===== src/rtl/swg_output_stage_if.sv =====
`default_nettype none
// +----------------------------------------------------------------------------+
// | swg_output_stage_if : upstream/downstream handshake bundle of the stage    |
// | Rev 1.0                                                                    |
// +----------------------------------------------------------------------------+
interface swg_output_stage_if #(
  parameter int WIDTH = 8,
  parameter int DEPTH = 4
);
  logic                         in_valid;
  logic                         in_ready;
  logic [WIDTH-1:0]             in_data;
  logic                         out_valid;
  logic                         out_ready;
  logic [WIDTH-1:0]             out_data;
  logic                         out_last;
  logic [$clog2(DEPTH+1)-1:0]   count;

  // master is the environment around the stage, slave is the stage itself
  modport master (
    output in_valid, in_data, out_ready,
    input  in_ready, out_valid, out_data, out_last, count
  );

  modport slave (
    input  in_valid, in_data, out_ready,
    output in_ready, out_valid, out_data, out_last, count
  );
endinterface
`default_nettype wire


===== src/rtl/swg_output_stage.sv =====
`default_nettype none
// +----------------------------------------------------------------------------+
// | swg_output_stage : first-word-fall-through FIFO with frame-end marking     |
// | Rev 1.0                                                                    |
// +----------------------------------------------------------------------------+
module swg_output_stage #(
  parameter int WIDTH       = 8,
  parameter int DEPTH       = 4,
  parameter int FRAME_WORDS = 9
) (
  input  logic               clk,
  input  logic               rst_n,
  swg_output_stage_if.slave  bus
);

  localparam int PTR_W = $clog2(DEPTH);
  localparam int CNT_W = $clog2(DEPTH + 1);
  localparam int FRM_W = $clog2(FRAME_WORDS + 1);

  localparam logic [CNT_W-1:0] c_full       = CNT_W'(DEPTH);
  localparam logic [CNT_W-1:0] c_cnt_one    = CNT_W'(1);
  localparam logic [PTR_W-1:0] c_ptr_one    = PTR_W'(1);
  localparam logic [FRM_W-1:0] c_frm_one    = FRM_W'(1);
  localparam logic [FRM_W-1:0] c_frame_last = FRM_W'(FRAME_WORDS - 1);

  logic [WIDTH-1:0] r_mem [DEPTH];
  logic [PTR_W-1:0] r_wr_ptr;
  logic [PTR_W-1:0] r_rd_ptr;
  logic [CNT_W-1:0] r_count;
  logic [FRM_W-1:0] r_frame_cnt;

  logic w_full;
  logic w_empty;
  logic w_push;
  logic w_pop;
  logic w_frame_end;

  // Full/empty come only from the stored count, so in_ready never sees out_ready
  assign w_full      = (r_count == c_full);
  assign w_empty     = (r_count == '0);
  assign w_push      = bus.in_valid & ~w_full;
  assign w_pop       = bus.out_ready & ~w_empty;
  assign w_frame_end = (r_frame_cnt == c_frame_last);

  assign bus.in_ready  = ~w_full;
  assign bus.out_valid = ~w_empty;
  assign bus.out_data  = r_mem[r_rd_ptr];
  assign bus.out_last  = w_frame_end & ~w_empty;
  assign bus.count     = r_count;

  // Storage is not reset; writes are suppressed while reset is held
  always_ff @(posedge clk) begin
    if (w_push && rst_n) begin
      r_mem[r_wr_ptr] <= bus.in_data;
    end
  end

  always_ff @(posedge clk or negedge rst_n) begin
    if (!rst_n) begin
      r_wr_ptr    <= '0;
      r_rd_ptr    <= '0;
      r_count     <= '0;
      r_frame_cnt <= '0;
    end else begin
      if (w_push) begin
        r_wr_ptr <= r_wr_ptr + c_ptr_one;
      end
      if (w_pop) begin
        r_rd_ptr    <= r_rd_ptr + c_ptr_one;
        r_frame_cnt <= w_frame_end ? '0 : r_frame_cnt + c_frm_one;
      end
      case ({w_push, w_pop})
        2'b10:   r_count <= r_count + c_cnt_one;
        2'b01:   r_count <= r_count - c_cnt_one;
        default: r_count <= r_count;
      endcase
    end
  end

endmodule
`default_nettype wire


===== src/flat_wrapper.sv =====
// flat-port wrapper written by rule: the top's interface ports become plain ports
module swg_output_stage_flat 
#(
  parameter int WIDTH       = 8,
  parameter int DEPTH       = 4,
  parameter int FRAME_WORDS = 9
)
  (clk, rst_n, bus_in_valid, bus_in_data, bus_out_ready, bus_in_ready, bus_out_valid, bus_out_data, bus_out_last, bus_count);
  swg_output_stage_if #(.WIDTH(WIDTH), .DEPTH(DEPTH)) bus_i ();
  input  logic clk;
  input  logic rst_n;
  input wire logic [$bits(bus_i.in_valid)-1:0] bus_in_valid;
  input wire logic [$bits(bus_i.in_data)-1:0] bus_in_data;
  input wire logic [$bits(bus_i.out_ready)-1:0] bus_out_ready;
  output wire logic [$bits(bus_i.in_ready)-1:0] bus_in_ready;
  output wire logic [$bits(bus_i.out_valid)-1:0] bus_out_valid;
  output wire logic [$bits(bus_i.out_data)-1:0] bus_out_data;
  output wire logic [$bits(bus_i.out_last)-1:0] bus_out_last;
  output wire logic [$bits(bus_i.count)-1:0] bus_count;
  assign bus_i.in_valid = bus_in_valid;
  assign bus_i.in_data = bus_in_data;
  assign bus_i.out_ready = bus_out_ready;
  assign bus_in_ready = bus_i.in_ready;
  assign bus_out_valid = bus_i.out_valid;
  assign bus_out_data = bus_i.out_data;
  assign bus_out_last = bus_i.out_last;
  assign bus_count = bus_i.count;
  swg_output_stage #(.WIDTH(WIDTH), .DEPTH(DEPTH), .FRAME_WORDS(FRAME_WORDS)) u_core (.clk(clk), .rst_n(rst_n), .bus(bus_i));
endmodule

===== config.mk =====
export PLATFORM = sky130hd
export DESIGN_NAME = swg_output_stage_flat
export DESIGN_NICKNAME = d
export VERILOG_FILES = /design/src/rtl/swg_output_stage_if.sv /design/src/rtl/swg_output_stage.sv /design/src/flat_wrapper.sv
export SDC_FILE = /design/constraint.sdc
export NUM_CORES = 1
export LEC_CHECK = 0
export CAP_MARGIN = 20
export CORE_ASPECT_RATIO = 2
export CORE_MARGIN = 1
export CORE_UTILIZATION = 45
export CTS_BUF_LIST = sky130_fd_sc_hd__clkbuf_16
export CTS_CLUSTER_DIAMETER = 150
export DETAILED_ROUTE_END_ITERATION = 8
export GPL_ROUTABILITY_DRIVEN = 1
export PLACE_DENSITY = 0.65
export SYNTH_ARGS = -nofsm -noshare
export SYNTH_HDL_FRONTEND = slang
export SYNTH_SLANG_ARGS = --single-unit

===== constraint.sdc =====
create_clock -name clk -period 4.5 [get_ports clk]
set_input_delay 1.35 -clock clk [delete_from_list [all_inputs] [get_ports clk]]
set_output_delay 1.35 -clock clk [all_outputs]
set_load 0.01 [all_outputs]

### Word-level counts from Yosys, hierarchy flattened

Memories as Yosys holds them, arrays and structs flattened.
Cells that the tools add are included.

| cells by class | value |
|---|---|
| multiplexer cells | 4 |
| eq/ne operators | 4 |
| reduce and logical (&&, ||, !) cells | 3 |
| add/sub/neg operators | 5 |
| bitwise gates (word level) | 5 |

Operator list:

| cell | count |
|---|---|
| 3-bit one-hot mux with 2 select lines | 1 |
| 2-bit by 1-bit adder with 2-bit output, second input constant | 2 |
| 4-bit by 1-bit adder with 4-bit output, second input constant | 1 |
| 4-bit equality test, second input constant | 1 |
| 4-bit two-way mux | 1 |
| 3-bit by 1-bit adder with 3-bit output, second input constant | 1 |
| 1-bit AND | 3 |
| 3-bit equality test, second input constant | 1 |
| 3-bit logical NOT | 1 |
| 3-bit by 1-bit subtractor with 3-bit output, second input constant | 1 |
| 2-bit by 1-bit equality test with 1-bit output, second input constant | 1 |
| 2-bit equality test, second input constant | 1 |
| 1-bit two-way mux | 2 |
| 1-bit NOT | 2 |
| 2-bit nonzero test | 1 |
| 1-bit logical AND | 1 |

| storage, ports and cells | value |
|---|---|
| memory bits (writable) | 32 |
| logic and storage cells | 26 |
| memories kept | 1 |
| output and inout bits | 14 |
| register bits after elaboration | 11 |
| bits of input ports | 12 |

Memories:

| name | words | width | rd ports | clocked after memory_dff | write ports | RTL line | RTL |
|---|---|---|---|---|---|---|---|
| u_core.r_mem | 4 | 8 | 1 | 0 | 1 | swg_output_stage.sv:26 | `logic [WIDTH-1:0] r_mem [DEPTH];` |

### Depth between registers and ports, before layout

Gate-level depths: netlist of run 1.

| logic depth | value |
|---|---|
| depth after elaboration | 6 |
| gate-level depth with buffers | 10 |

### Worst setup path before layout of run 1

No wires, ideal clock.

| path | value |
|---|---|
| path kind | input to register |
| from | input port bus_in_valid |
| to | register u_core.r_count[2], in the netlist u_core.bus.count[2] |
| data required time | 4.421 ns |
| arrival time | 2.601 ns |
| setup slack | 1.820 ns |
| stages | 9 |
| buffers on the path | 1 |
| cell sequence | and2_1 -> buf_6 -> inv_1 -> ha_1 -> inv_1 -> fa_1 -> xor2_1 -> nor2_1 -> xor2_1 |

| on the way | value |
|---|---|
| word-level cells in the longest chain between the ends | 3 |
| elaborated cells between the ends (all ways) | 5 |
| classes of those cells | eq/ne: 2; mux: 1; bitwise: 1; reduce/logical: 1 |

RTL lines:

| what | RTL line | RTL |
|---|---|---|
| start, declared | flat_wrapper.sv:12 | `input wire logic [$bits(bus_i.in_valid)-1:0] bus_in_valid;` |
| 1-bit AND * | swg_output_stage.sv:41 | `assign w_push = bus.in_valid & ~w_full;` |
| 2-bit by 1-bit equality test with 1-bit output / 2-bit equality test (equally long branches) | swg_output_stage.sv:72 | `case ({w_push, w_pop})` |
| 3-bit one-hot mux with 2 select lines / 2-bit nonzero test (equally long branches) | -- |  |
| end signal, assigned | swg_output_stage.sv:73 | `2'b10: r_count <= r_count + c_cnt_one;` |
| end signal, assigned | swg_output_stage.sv:74 | `2'b01: r_count <= r_count - c_cnt_one;` |
| end signal, assigned | swg_output_stage.sv:75 | `default: r_count <= r_count;` |
| end, declared | swg_output_stage.sv:29 | `logic [CNT_W-1:0] r_count;` |

Mark *: on every way between the ends. The rest lies on a longest branch, timed or not.
A chain may end at the register's enable or synchronous reset.

### Worst setup path after layout of run 1

| path | value |
|---|---|
| from | register u_core.r_rd_ptr[0] |
| to | output port bus_out_data[6] |

| on the way | value |
|---|---|
| word-level cells in the longest chain between the ends | 1 |

RTL lines:

| what | RTL line | RTL |
|---|---|---|
| start, declared | swg_output_stage.sv:28 | `logic [PTR_W-1:0] r_rd_ptr;` |
| start signal, assigned | swg_output_stage.sv:69 | `r_rd_ptr <= r_rd_ptr + c_ptr_one;` |
| memory read 4 x 8 bit | -- |  |
| end, declared | flat_wrapper.sv:17 | `output wire logic [$bits(bus_i.out_data)-1:0] bus_out_data;` |

Every way passes these cells.

==> results.txt, run 1 <==
- The flow ran to the end, and the final reports show no timing, DRC or antenna violations.
* Final setup skew: 0.003582 ns
* Final estimated routing congestion in global placement: 0.7054
- Power spread over the standard cell area amounts to 654.8 nW/um^2.
* First-pass GRT wire length: 4.505 mm
- Gates resized during post-CTS repair numbered 0.
- Synthesis inferred 43 register bits.
- The final-report max-slew violation count came to 0.
* Clock Root Buffer: clkbuf_16
- Count of unresolved DRC violations after routing: 0
* Area share of the leading cell type in the synthesized netlist: 53.30%
- Maximum net fanout on the critical path: 10
- The synthesized netlist devotes 2.290% of its cell area to compound gates.
* Start of the worst register-to-register path: u_core.bus.count[0]$_DFFE_PN0P_
* Number of flops mapped to enable cells by yosys: 32
- For hold timing, the worst endpoint is u_core.bus.count[2]$_DFFE_PN0P_.
- The worst hold path begins at u_core.bus.count[2]$_DFFE_PN0P_.
- After clock tree synthesis, the clock-pin slew on the worst setup and hold paths is 0.06 ns.
- Startpoint type of the worst setup path: flip-flop
- Cell-internal power: 1.054 mW
- DR vias/cell: 5.124
- Maximum vdd ir drop: 380.1 uV
- Counting instances, the worst hold path has a depth of 1.
- Signal arrival time at the worst endpoint: 2.06 ns
* Maximum operating frequency: 293.1 MHz
* Drt initial violations: 20
- Measured in cells, the most critical reg-to-reg path has a length of 9.
- Hold repair after CTS inserted 0 buffers.
- Via count: 953
- Total inserted antenna cells: 0
* Normalized max-slew margin: 53.79%
* Ranking of synthesized cells by instance count: edfxtp_1, dfrtp_1, inv_1, mux4_2, ha_1
- For the final routed database, the setup TNS stands at 0 ns.
- Biggest area contributors in the synthesized netlist: edfxtp_1, dfrtp_1, mux4_2
* I/O pin count: 26
- Of the post-synthesis cell area, the part taken by muxes is 12.01%.
- Count of final setup violators: 0
- The detail route stage leaves a number of antenna-violating nets equal to 0.
- TritonCTS sink count: 43
* Gr usage total: 15.58%
* Cell with the most instances after synthesis: edfxtp_1
- Worst-Margin Slew: 0.6873 ns
- Counting every instance in the synthesized netlist gives 105.
- The area growth from synthesis to layout is 25.40%.
* Antenna violations before repair: 0
- Slowest stage cell, crit path: dfrtp_1
- Net switching component of the power: 426.6 uW
* Fin. Hold Viols: 0
* Final std cell area, no fill: 2261 um^2
* Vias in the first global route: 979
- Port buffering added 25 buffers.
- Die span in x: 46.76 um
- Detailed placement finished with a half-perimeter wire length of 2.065 mm.
* Core region area: 3844 um^2
- After clock tree synthesis, the setup repair step added 0 buffers.
* Reg2Reg Capture Point: u_core.bus.count[2]$_DFFE_PN0P_
* Top cell type by total area after synthesis: edfxtp_1
* Type of the worst setup path: reg2out
- The mapped netlist covers 1803 um^2.
- A synthesized cell averages 17.17 um^2.
* Number of nets in the finished design: 154
* Initial standard-cell utilization of the core: 46.91%
* Slowest Stage Delay on Critical Path: 0.70 ns
- Hold WC Path Type: reg2reg
- Num CTS Buffers: 5
- In this run the cell area measured after placement is 2097 um^2.
- After layout, the worst path uses 75.81% of the clock period.
* Async set-or-reset flop fraction in the synthesized netlist: 25.58%
- Crit-path cells: mux4_2, clkdlybuf4s50_1
- Main combinational cell family by area after synthesis: multiplexers
- Sequential fraction of design power: 41.4%
* Standard-cell rows: 32
- Entering global routing, the biggest net connects 16 pins.
- The setup check on the worst reg-to-reg path leaves a slack of 2.22 ns.
- Die Outline Area: 4279 um^2
- The tool flagged a number of max-cap violations equal to 0.
- Total congestion overflow: 0
- Number of unique standard cell types used by synthesis: 28
- Synthesized-area fraction occupied by and/or/nand/nor cells: 5.274%
- Proportion of power drawn by combinational gates: 31.9%
* Final critical-path required period: 3.411 ns
- For this run, the leading register cell type out of synthesis is edfxtp_1.
* Required time at the worst-slack endpoint: 3.15 ns
- Of the cells placed in the final design, the portion with a size suffix greater than 1 is 12.59%.
- Net switching is 28.82% of the power.
- YS warnings: 0
* Leakage power summed over all cells: 0.8480 nW
* Length of the first detailed-routing pass in iterations: 4
- Number of buffers between clock root and the deepest sink: 2
- Net Count, Synth: 125
- Portion of the post-synthesis area used by sequential elements: 68.56%
- STA classifies the critical path endpoint as a primary output.
- Vertical die dimension: 91.52 um
- Setup repair after global routing left no endpoint under its margin.
* Routed wirelength normalized by instance count: 15.37 um
- Xor/xnor cell area share of the yosys netlist: 2.915%
- Clock tree from TritonCTS: built
- The final layout contains routed wiring with a total length of 2.858 mm.
- The clock tree synthesis step divided the H-tree into 2 levels.
- Proportion of power drawn by the clock network: 26.7%
* Post-synthesis adder-cell area fraction: 5.968%
* Worst-skew pair later-pin latency: 0.28 ns
[power by group through the flow]
stage / logic (mW) / registers (mW) / clock network (mW)
CTS: 0.482 / 0.617 / 0.403
floorplan: 0.323 / 0.571 / 0
detailed placement: 0.479 / 0.623 / 0
global route: 0.521 / 0.630 / 0.413
finish: 0.473 / 0.613 / 0.395
global placement: 0.463 / 0.617 / 0
[cell families (layout without fill, tap and decap cells)]
logic type | after synthesis | count (layout)
XOR/XNOR | 6 | 6
flip-flops | 43 | 43
adder cells (fa/ha/maj) | 8 | 8
buffers and inverters | 12 | 42
multiplexers | 11 | 11
AO/OA/AOI/OAI | 7 | 7
AND/OR/NAND/NOR | 18 | 18
[stage by stage]
step | setup WS [ns] | utilization [%] | cells | total power [mW] | hold slack [ns]
CTS | 1.028 | 58.82 | 186 | 1.501 | 0.5510
detailed placement | 1.249 | 54.56 | 178 | 1.103 | 0.5396
floorplan | 1.820 | - | 105 | 0.8939 | 0.4990
global placement | 1.230 | 54.56 | 178 | 1.079 | 0.5082
global route | 0.9560 | 58.82 | 186 | 1.564 | 0.5849
finish | 1.089 | 58.82 | 186 | 1.480 | 0.5407
[per-layer routing]
| layer | share of wire (%) | up-vias | global-route usage [%] |
|---|---|---|---|
| met4 | 3.1 | 0 | 10.00 |
| met2 | 58 | 28 | 26.16 |
| met5 | 0 | - | 0 |
| met3 | 4.0 | 11 | 3.777 |
| met1 | 35 | 472 | 15.80 |
| li1 | - | 442 | - |
[registers in the layout, indices dropped and copies added, names as in the netlist]
register and flops:
u_core.bus.count 3, u_core.r_frame_cnt 4, u_core.r_wr_ptr 2, u_core.r_rd_ptr 2, u_core.r_mem 32
[layout make-up]
type                    count  area, um^2
repair buffers             25       250.2
fillers                   339        1583
flip-flops and latches     43        1236
clock inverters             3       38.79
inverters                   9       33.78
clock buffers               5       125.1
well taps                  51       63.81
multi-input cells          50       513.0
[worst max-delay path, delay by kind of cell (launching register included)]
family / cells / cell delay (ns)
mux: 1 / 0.58
buf+inv: 1 / 0.50
flops: 1 / 0.70
[cells in the final DEF, fill, tap and decap left out, types with 2 or more instances in the layout]
cell | Yosys | layout
xnor2_1 | 4 | 4
nor2_1 | 2 | 2
mux4_2 | 8 | 8
nand2_1 | 6 | 6
clkbuf_16 | 0 | 5
dfrtp_1 | 11 | 11
and3_1 | 4 | 4
xor2_1 | 2 | 2
ha_1 | 7 | 7
clkdlybuf4s50_1 | 0 | 25
o21ai_0 | 4 | 4
inv_1 | 8 | 8
edfxtp_1 | 32 | 32
[how the worst max path moves through the flow]
stage	start	slack, ns	cells past startpoint	to
after floorplan	bus_in_valid	1.82	9	u_core.bus.count[2]$_DFFE_PN0P_
after global placement	bus_out_ready	1.23	9	u_core.bus.count[2]$_DFFE_PN0P_
after detailed placement	bus_out_ready	1.25	9	u_core.bus.count[2]$_DFFE_PN0P_
after CTS	u_core.r_rd_ptr[0]$_DFFE_PN0N_	1.03	2	bus_out_data[6]
after global routing	u_core.r_rd_ptr[0]$_DFFE_PN0N_	0.96	2	bus_out_data[7]
final	u_core.r_rd_ptr[0]$_DFFE_PN0N_	1.09	2	bus_out_data[6]
(Power assumes the default switching activity.)
==> run 2: changes to the inputs <==
--- a/config.mk
+++ b/config.mk
@@ -13,7 +13,7 @@
 export CTS_CLUSTER_DIAMETER = 150
 export DETAILED_ROUTE_END_ITERATION = 8
 export GPL_ROUTABILITY_DRIVEN = 1
-export PLACE_DENSITY = 0.65
+export PLACE_DENSITY = 0.68
 export SYNTH_ARGS = -nofsm -noshare
 export SYNTH_HDL_FRONTEND = slang
 export SYNTH_SLANG_ARGS = --single-unit
==> constraint.sdc (replaced) <==
create_clock -name clk -period 2.9 [get_ports clk]
set_input_delay 0.87 -clock clk [delete_from_list [all_inputs] [get_ports clk]]
set_output_delay 0.87 -clock clk [all_outputs]
set_load 0.01 [all_outputs]
==> run 2 against run 1 <==
Sequential share of layout area is essentially flat. First-iteration DRC count is 50% higher. Wire length grew 3.5%. Worst setup slack got worse by 0.92 ns. Largest power group unchanged. Highest routed layer unchanged.
==> results.txt, run 2 (synthesis results as in run 1) <==
- Run status: finished clean (unchanged).
- Top register by number of flip-flops: u_core.r_mem (unchanged)
* Required time at the worst-slack endpoint: 2.03 ns (was 3.15 ns)
- The initial antenna violation count came to 0 (unchanged).
- Layout Cells excl Fill: 188 (was 186)
- Post-Route WL: 2.958 mm (was 2.858 mm)
* Setup Fix Bufs, Post-CTS: 0 (unchanged)
- The number of hold-slack violations in the final timing report was 0 (unchanged).
* Final setup skew: 0.002127 ns (was 0.003582 ns)
- The via count of the first global-routing pass came to 1,041 (was 979).
* Storage cell area: 1236 um^2 (unchanged)
- The proportion of power drawn by the clock network came to 22.8% (was 26.7%).
- The total inserted antenna cells was 0 (unchanged).
- Drt initial violations: 30 (was 20)
* Reg2Reg Capture Point: u_core.bus.count[2]$_DFFE_PN0P_ (unchanged)
- The clock transition at the registers of the reported paths was 0.05 ns (was 0.06 ns).
- Clock tree from TritonCTS: built (unchanged)
* First-pass GRT wire length: 4.705 mm (was 4.505 mm)
* Number of cells on the worst reg-to-reg path: 9 (unchanged)
- The total routing resource utilization after global routing was 16.41% (was 15.58%).
* Via count: 959 (was 953)
- The starting utilization of the core area came to 46.91% (unchanged).
* Max FFs per register: 32 (unchanged)
- Count of antenna-violating nets left after detailed routing: 0 (unchanged)
* Count of H-tree levels built during CTS: 2 (unchanged)
* DR vias/cell: 5.101 (was 5.124)
* Clock Root Buffer: clkbuf_16 (unchanged)
* Fill cell instance count of the final layout: 325 (was 339)
- Final critical-path required period: 2.731 ns
- Half-perimeter wire length after placement: 2.157 mm (was 2.065 mm)
- The post-synthesis to final-layout area growth was 25.47% (was 25.40%).
- The pin count of the biggest net entering global routing was 14 (was 16).
- The category of the worst setup path launch point was a flip-flop (unchanged).
- The final number of setup-violating endpoints came to 0 (unchanged).
- Slowest Stage Delay on Critical Path: 0.50 ns (was 0.70 ns)
- The average detailed-routed wire length per instance was 15.73 um (was 15.37 um).
* Core region area: 3844 um^2 (unchanged)
- Overall power: 2.246 mW (was 1.480 mW)
- The total net switching power came to 667.8 uW (was 426.6 uW).
- The power share of the sequential group is 41.0% (was 41.4%).
* Count of input and output buffers: 25 (unchanged)
- Die span in x: 46.76 um (unchanged)
* Hold WC Path Type: reg2reg (unchanged)
- Multi-input gate area in the final layout: 513.0 um^2 (unchanged)
- Crit-path cells: buf_12, mux4_2, clkdlybuf4s50_1 (was mux4_2, clkdlybuf4s50_1)
- Length of the first detailed-routing pass in iterations: 4 (unchanged)
* Worst-skew pair later-pin latency: 0.28 ns (about the same)
- The number of DRC violations after detailed routing is 0 (unchanged).
- The residual overflow from global routing was 0 (unchanged).
* Net switching share of the total power: 29.73% (was 28.82%)
- The largest fanout on the critical path was 8 (was 10).
- Leakage power summed over all cells: 0.8534 nW (was 0.8480 nW)
- Proportion of power drawn by combinational gates: 36.2% (was 31.9%)
* Die Outline Area: 4279 um^2 (unchanged)
* Vertical die dimension: 91.52 um (unchanged)
- The number of hold buffers added after CTS was 0 (unchanged).
- Commonest cells after routing, fill and taps aside: edfxtp_1, clkdlybuf4s50_1, dfrtp_1 (unchanged).
- The actual transition at the worst max-transition pin came to 0.7894 ns (was 0.6873 ns).
* Number of nets in the finished design: 156 (was 154)
* Maximum operating frequency: 366.2 MHz
- TNS Setup: 0 ns (unchanged)
* Signal arrival time at the worst endpoint: 1.86 ns (was 2.06 ns)
- Endpoint kind of the worst setup timing path: primary output (unchanged)
* Standard-cell rows: 32 (unchanged)
- Normalized max-slew margin: 46.93% (was 53.79%)
* Reported max-cap violation count: 0 (unchanged)
- I/O pin count: 26 (unchanged)
* Slowest stage cell, crit path: mux4_2 (was dfrtp_1)
* Number of buffers between clock root and the deepest sink: 2 (unchanged)
* Type of the worst setup path: reg2out (unchanged)
* Hold Crit Start: u_core.r_rd_ptr[0]$_DFFE_PN0N_ (was u_core.bus.count[2]$_DFFE_PN0P_)
* Placed insts: 180 (was 178)
* WHS Path Cells: 1 (unchanged)
- The post-placement setup slack came to 0.001439 ns (was 1.249 ns).
- The post-cts gate resize count is 0 (unchanged).
* Final worst-path cycle share: 94.16%
- The final critical-path setup slack is 0.1695 ns (was 1.089 ns).
- Worst-case hold slack: 0.5588 ns (was 0.5407 ns)
- Share of post-route cells with drive strength above 1: 13.14% (was 12.59%)
* Final estimated routing congestion in global placement: 0.8067 (was 0.7054)
* Count of final max-slew check failures: 0 (unchanged)
- Setup slack on the worst flop-to-flop path: 0.51 ns (was 2.22 ns)
* Start of the worst register-to-register path: u_core.bus.count[0]$_DFFE_PN0P_ (unchanged)
- Num CTS Buffers: 5 (unchanged)
* TritonCTS sink count: 43 (unchanged)
- The maximum vdd drop is 806.6 uV (was 380.1 uV).
* Min-Delay Endpoint: u_core.r_rd_ptr[0]$_DFFE_PN0N_ (was u_core.bus.count[2]$_DFFE_PN0P_)
- Power density of the placed cells: 993.0 nW/um^2 (was 654.8 nW/um^2)
* Most common library cell in the layout ignoring fill and taps: edfxtp_1 (unchanged)
* Unrepaired setup endpoints after global routing: false (unchanged)
- Cell-internal power: 1.579 mW (was 1.054 mW)
-- run 2: cell count changes in the layout (fill, tap and decap cells not counted) --
cell	change
buf_4	+1
bufinv_16	-1
buf_12	+1
inv_1	+1
-- run 2: worst max-delay path by stage --
stage,startpoint,end
CTS,u_core.r_rd_ptr[0]$_DFFE_PN0N_,bus_out_data[6]
finish,u_core.r_rd_ptr[0]$_DFFE_PN0N_,bus_out_data[6]
detailed placement,bus_out_ready,u_core.bus.count[2]$_DFFE_PN0P_
floorplan,u_core.bus.count[1]$_DFFE_PN0P_,u_core.bus.count[2]$_DFFE_PN0P_
global route,u_core.r_rd_ptr[0]$_DFFE_PN0N_,bus_out_data[5]
global placement,bus_out_ready,u_core.bus.count[2]$_DFFE_PN0P_
-- run 2: power by group through the flow --
| stage | Sequential [mW] | Combinational [mW] | Clock (mW) |
|---|---|---|---|
| after floorplan | 0.886 | 0.501 | 0 |
| after global placement | 0.927 | 0.790 | 0 |
| after detailed placement | 0.933 | 0.825 | 0 |
| after CTS | 0.924 | 0.831 | 0.520 |
| after global routing | 0.941 | 0.904 | 0.540 |
| final | 0.922 | 0.813 | 0.512 |
-- run 2: area by class of cell --
type	instances	area share [%]
clock buffers	5	5.531
clock inverters	3	0.5531
inverters	9	1.493
multi-input cells	50	22.68
flip-flops and latches	43	54.65
well taps	51	2.821
repair buffers	27	12.28
-- run 2: metrics by stage --
step	instance area [um^2]	util [%]
final	2262	58.85
after global routing	2262	58.85
after CTS	2262	58.85
after detailed placement	2125	55.27
after global placement	2125	55.27
after floorplan	1803	-
-- run 2: worst max-delay path: cells and delay by family (launching register included) --
family | cells | cell delay, ns
buffers and inverters | 2 | 0.66
DFF | 1 | 0.43
muxes | 1 | 0.50
-- run 2: metal layers --
metal | global-route usage [%] | vias to the layer above | wire, um
met5 | 0 | - | 0
met4 | 8.571 | 0 | 71
met3 | 3.181 | 6 | 109
met2 | 30.21 | 25 | 1746
met1 | 15.17 | 478 | 1031
li1 | - | 450 | -
